`config.mk`:
```
export PLATFORM = sky130hd
export DESIGN_NAME = sdram_bridge_arbiter
export DESIGN_NICKNAME = d
export VERILOG_FILES = /design/src/rtl/sdram_bridge_arbiter.sv
export SDC_FILE = /design/constraint.sdc
export NUM_CORES = 1
export LEC_CHECK = 0
export ABC_CLOCK_PERIOD_IN_PS = 5800
export CELL_PAD_IN_SITES_DETAIL_PLACEMENT = 0
export CELL_PAD_IN_SITES_GLOBAL_PLACEMENT = 2
export CORE_ASPECT_RATIO = 0.6
export CORE_UTILIZATION = 28
export CTS_BUF_LIST = sky130_fd_sc_hd__clkbuf_2 sky130_fd_sc_hd__clkbuf_4 sky130_fd_sc_hd__clkbuf_8
export DETAILED_ROUTE_END_ITERATION = 7
export GPL_TIMING_DRIVEN = 0
export PLACE_DENSITY = 0.84
export SYNTH_ARGS = -nofsm -noshare
export SYNTH_HDL_FRONTEND = slang
export SYNTH_SLANG_ARGS = --single-unit
```
`constraint.sdc`:
```
create_clock -name clk_clk -period 5.8 [get_ports clk_clk]
set_input_delay 0.87 -clock clk_clk [delete_from_list [all_inputs] [get_ports clk_clk]]
set_output_delay 0.87 -clock clk_clk [all_outputs]
set_load 0.005 [all_outputs]
```
`src/rtl/sdram_bridge_arbiter.sv`:
```
// Two-requester round-robin arbiter in front of a single SDRAM bridge port.
// One access at a time: IDLE -> ACCESS -> RELEASE -> IDLE, all outputs registered.
module sdram_bridge_arbiter #(
  parameter int TIMEOUT_CYCLES = 1024
) (
  input  logic        clk_clk,
  input  logic        reset_reset,
  input  logic [26:0] m0_address,
  input  logic [1:0]  m0_byte_enable,
  input  logic        m0_read,
  input  logic        m0_write,
  input  logic [15:0] m0_write_data,
  output logic        m0_acknowledge,
  output logic [15:0] m0_read_data,
  output logic        m0_timeout,
  input  logic [26:0] m1_address,
  input  logic [1:0]  m1_byte_enable,
  input  logic        m1_read,
  input  logic        m1_write,
  input  logic [15:0] m1_write_data,
  output logic        m1_acknowledge,
  output logic [15:0] m1_read_data,
  output logic        m1_timeout,
  output logic [26:0] bridge_address,
  output logic [1:0]  bridge_byte_enable,
  output logic [15:0] bridge_write_data,
  output logic        bridge_read,
  output logic        bridge_write,
  input  logic        bridge_acknowledge,
  input  logic [15:0] bridge_read_data,
  output logic        grant,
  output logic        busy
);

  typedef enum logic [1:0] {IDLE, ACCESS, RELEASE} state_t;

  localparam logic [15:0] WAIT_LAST = 16'(TIMEOUT_CYCLES - 1);

  state_t      state;
  logic [15:0] wait_cnt;

  logic        req0;
  logic        req1;
  logic        sel;
  logic [26:0] sel_address;
  logic [1:0]  sel_byte_enable;
  logic [15:0] sel_write_data;
  logic        sel_read;
  logic        sel_write;

  logic        done;
  logic        done_timeout;
  logic [15:0] done_data;

  // On a tie the port that did not win last time is chosen.
  always_comb begin
    req0            = m0_read | m0_write;
    req1            = m1_read | m1_write;
    sel             = (req0 && req1) ? ~grant : req1;
    sel_address     = m0_address;
    sel_byte_enable = m0_byte_enable;
    sel_write_data  = m0_write_data;
    sel_read        = m0_read;
    sel_write       = m0_write;
    if (sel) begin
      sel_address     = m1_address;
      sel_byte_enable = m1_byte_enable;
      sel_write_data  = m1_write_data;
      sel_read        = m1_read;
      sel_write       = m1_write;
    end
  end

  // Acknowledge beats a coincident timeout; writes and aborts return zero data.
  always_comb begin
    done_timeout = !bridge_acknowledge && (wait_cnt == WAIT_LAST);
    done         = bridge_acknowledge || done_timeout;
    done_data    = (bridge_acknowledge && bridge_read) ? bridge_read_data : 16'h0000;
  end

  always_ff @(posedge clk_clk or posedge reset_reset) begin
    if (reset_reset) begin
      state              <= IDLE;
      wait_cnt           <= '0;
      grant              <= 1'b1;
      busy               <= 1'b0;
      bridge_address     <= '0;
      bridge_byte_enable <= '0;
      bridge_write_data  <= '0;
      bridge_read        <= 1'b0;
      bridge_write       <= 1'b0;
      m0_acknowledge     <= 1'b0;
      m0_timeout         <= 1'b0;
      m0_read_data       <= '0;
      m1_acknowledge     <= 1'b0;
      m1_timeout         <= 1'b0;
      m1_read_data       <= '0;
    end else begin
      m0_acknowledge <= 1'b0;
      m0_timeout     <= 1'b0;
      m1_acknowledge <= 1'b0;
      m1_timeout     <= 1'b0;
      case (state)
        IDLE: begin
          if (req0 || req1) begin
            grant              <= sel;
            bridge_address     <= sel_address;
            bridge_byte_enable <= sel_byte_enable;
            bridge_write_data  <= sel_write_data;
            bridge_write       <= sel_write;
            bridge_read        <= sel_read && !sel_write;
            wait_cnt           <= '0;
            busy               <= 1'b1;
            state              <= ACCESS;
          end
        end
        ACCESS: begin
          if (done) begin
            bridge_read  <= 1'b0;
            bridge_write <= 1'b0;
            if (!grant) begin
              m0_acknowledge <= 1'b1;
              m0_timeout     <= done_timeout;
              m0_read_data   <= done_data;
            end else begin
              m1_acknowledge <= 1'b1;
              m1_timeout     <= done_timeout;
              m1_read_data   <= done_data;
            end
            state <= RELEASE;
          end else begin
            wait_cnt <= wait_cnt + 16'd1;
          end
        end
        RELEASE: begin
          busy  <= 1'b0;
          state <= IDLE;
        end
        default: state <= IDLE;
      endcase
    end
  end

endmodule
```
==> flow_summary.toml <==
[synthesis]
yosysWarnings = 0
ys_ff_latch = 103
synthXorXnorAreaFrac_pct = 0.192
synthSimpleGateAreaFrac_pct = 12.8
netlist_area_um2 = 4560
synth_top_family_by_area = "compound AO/OA/AOI/OAI gates"
synth_ff_type = "dfrtp_1"
ys_seq_area_share_pct = 56.6
synth_cell_types = 47
synth_nets = 524
synth_area_per_cell_um2 = 11.1
synthMuxAreaShare_pct = 11.4
netlist.top_cell.by_area = "dfrtp_1"
synth_compound_area_share_pct = 15.6
synthTopCellsByArea = "dfrtp_1 56%, mux2i_1 11%, nand2_1 5.9%, o21ai_0 5.6%, o2bb2ai_1 4.4%"
synth_cells = 410
synth_common_cells = "102 x dfrtp_1, 72 x nand2_1, 51 x mux2i_1, 51 x o21ai_0, 23 x o2bb2ai_1"
synth_top_area_share_pct = 56.0
synth_edf_count = 0
yosysMostFrequentCell = "dfrtp_1"
async_flop_share_pct = 100
synthAdderAreaFrac_pct = 0.274

[cells_and_area]
final_nets = 733
antenna_cells = 0
area_growth_pct = 54.2
utilization_pct = 44.9
drive_gt1_share_pct = 5.93
multi_input_area_um2 = 1840
nFillCells = 1455
final_area_um2 = 7030
seqCellArea_um2 = 2580

[hold_path]
hold_class = "flip-flop to flip-flop"

[clocking]
numCtsBuffers = 9
clk_pin_slew_ns = 0.10
cts_resized = 0
clockBufferDepth = 2
postCtsHoldBufs = 0
cts_tree = "done"
clk_latency_ns = 0.37
cts_max_level = 3
cts_root_buf = "clkbuf_8"
clock_sinks = 103
post_cts_buffers = 0

[floorplan]
core_area_um2 = 15600
start_util_pct = 29.2
die_h_um = 101
ioPinCount = 198
row_count = 35
die_x_um = 167
design.die.area_um2 = 16800

[routing]
routed_via_density = 4.89
ant_nets = 0
totalWireLength_um = 14100
dr.pass1.iters = 4
avgRoutedWirePerCell_um = 17.1
drt-initial-drc-count = 272
vias = 4040
drcViolationCount = 0

[timing]
hold_viol = 0
finalCritPeriodShare_pct = 52.4
max_slew_margin_pct = 26.5
skew_ns = 0.00946
rsz0062_at_grt = "no"
tightest_slew_ns = 1.10
timing.final.ws_setup_ns = 2.76
max_freq_ghz = 0.329
setup_violations = 0
setup_tns_ns = 0
fin_crit_ns = 3.04
hold_slack_ns = 0.488
final_max_slew_viol_count = 0

[power_and_ir_drop]
p_seq_share_pct = 38.1
pwr-share-comb_pct = 46.5
vdd_drop_max_v = 0.000167
pwr-share-clk_pct = 15.4
p_switching_mw = 1.11
switching_share_pct = 35.3
p_int_mw = 2.04
leakage_nw = 2.98
powerDensity_nw_per_um2 = 448

[worst_setup_path]
reg2regPathDepth = 6
cp.arrival_ns = 3.32
timing.rr.start = "grant"
r2r_end = "bridge_write_data[2]"
crit_end = "bridge_write_data[0]"
worstSetupStartpointType = "input pin"
reg2reg_slack_ns = 3.48
critical_path_class = "input pin to flip-flop"
cp-startpoint = "m0_write"
critPathRequiredTime_ns = 6.08
cp-end-kind = "flip-flop"
cp_max_fo = 10

[global_routing]
grt_max_degree = 55
grt_pass1_vias = 3976
grt_pass1_wl_um = 22200
grt-ovfl-total = 0
grt_usage_pct = 17.2
antenna_found_initial = 0

[flow_run]
drv_cap = 0

[outcome]
outcome = "finished, final reports clean"

[placed_design]
io_buffers = 197
placed_area_um2 = 6810
dp_hpwl_um = 10700
place_congestion = 0.789
pre_cts_slack_ns = 2.33
## kinds of logic after synthesis
kind of cell,count (synthesis)
AND/OR/NAND/NOR,117
flip-flops,103
AO/OA/AOI/OAI,102
multiplexers,52
buffers and inverters,34
XOR/XNOR,1
adder cells (fa/ha/maj),1
## how the worst min path moves through the flow
stage,to,depth (start not counted),start
2_1_floorplan,wait_cnt[14],1,wait_cnt[14]
3_3_place_gp,bridge_address[10],2,bridge_address[10]
3_5_place_dp,bridge_address[2],2,bridge_address[2]
4_1_cts,bridge_address[2],2,bridge_address[2]
5_1_grt,bridge_address[24],2,bridge_address[24]
6_report,bridge_write_data[1],2,bridge_write_data[1]
## through the flow
| stage | power [mW] | std cells |
|---|---|---|
| after floorplan | 1.79 | 410 |
| after global placement | 2.66 | 810 |
| after detailed placement | 2.69 | 811 |
| after CTS | 3.19 | 827 |
| after global routing | 3.37 | 827 |
| final | 3.15 | 827 |
## final cells by class
cell class | count | share of cell area (%)
Clock inverter | 6 | 1.07
Clock buffer | 10 | 1.96
Tap cell | 203 | 3.61
Multi-Input combinational cell | 273 | 26.2
Inverter | 8 | 0.463
Buffer | 26 | 1.57
Timing Repair Buffer | 198 | 28.5
Sequential cell | 103 | 36.7
## layout by cell type, fill, tap and decap left out, types with 2 or more instances in the layout
cell / count
o2bb2ai_1: 23
nor2b_1: 2
nand2_1: 72
a221o_1: 2
mux2i_1: 51
nand2b_1: 2
o211ai_2: 2
a211o_1: 2
nor3_1: 5
a32o_1: 10
buf_1: 4
clkdlybuf4s50_1: 197
clkbuf_8: 10
or4_4: 2
o21ai_0: 51
nand3_1: 6
nor4_1: 4
dfrtp_1: 102
and3_1: 5
or4_1: 2
buf_2: 7
a21oi_1: 3
nand4_1: 6
and4_1: 2
inv_1: 6
clkbuf_1: 14
inv_6: 2
o31ai_1: 2
## critical path, stage by stage
cell and delay (ns):
clkdlybuf4s50_1 0.43, or4_1 0.59, nand3_1 0.27, clkbuf_1 0.47, clkbuf_1 0.50, nand2_1 0.10
o21ai_0 0.09
## flip-flops by register name, summed over array words and instances (netlist names), 2 cells and up
| signal | flops |
|---|---|
| m0_read_data | 16 |
| bridge_byte_enable | 2 |
| m1_read_data | 16 |
| state | 2 |
| wait_cnt | 16 |
| bridge_address | 27 |
| bridge_write_data | 16 |
## power by group through the flow
stage | clock, mW | combinational [mW] | sequential (mW)
final | 0.486 | 1.46 | 1.20
after global routing | 0.532 | 1.60 | 1.24
after CTS | 0.499 | 1.49 | 1.20
after detailed placement | 0 | 1.48 | 1.21
after global placement | 0 | 1.46 | 1.19
after floorplan | 0 | 0.585 | 1.21
## metal layers
metal	part of all wire (%)	GRT usage (%)	up-vias
li1	-	-	1905
met4	0.50	3.21	0
met3	7.6	5.97	9
met5	0	0	-
met1	49	24.0	1972
met2	43	26.0	154
Power figures use the tool's default switching activity.
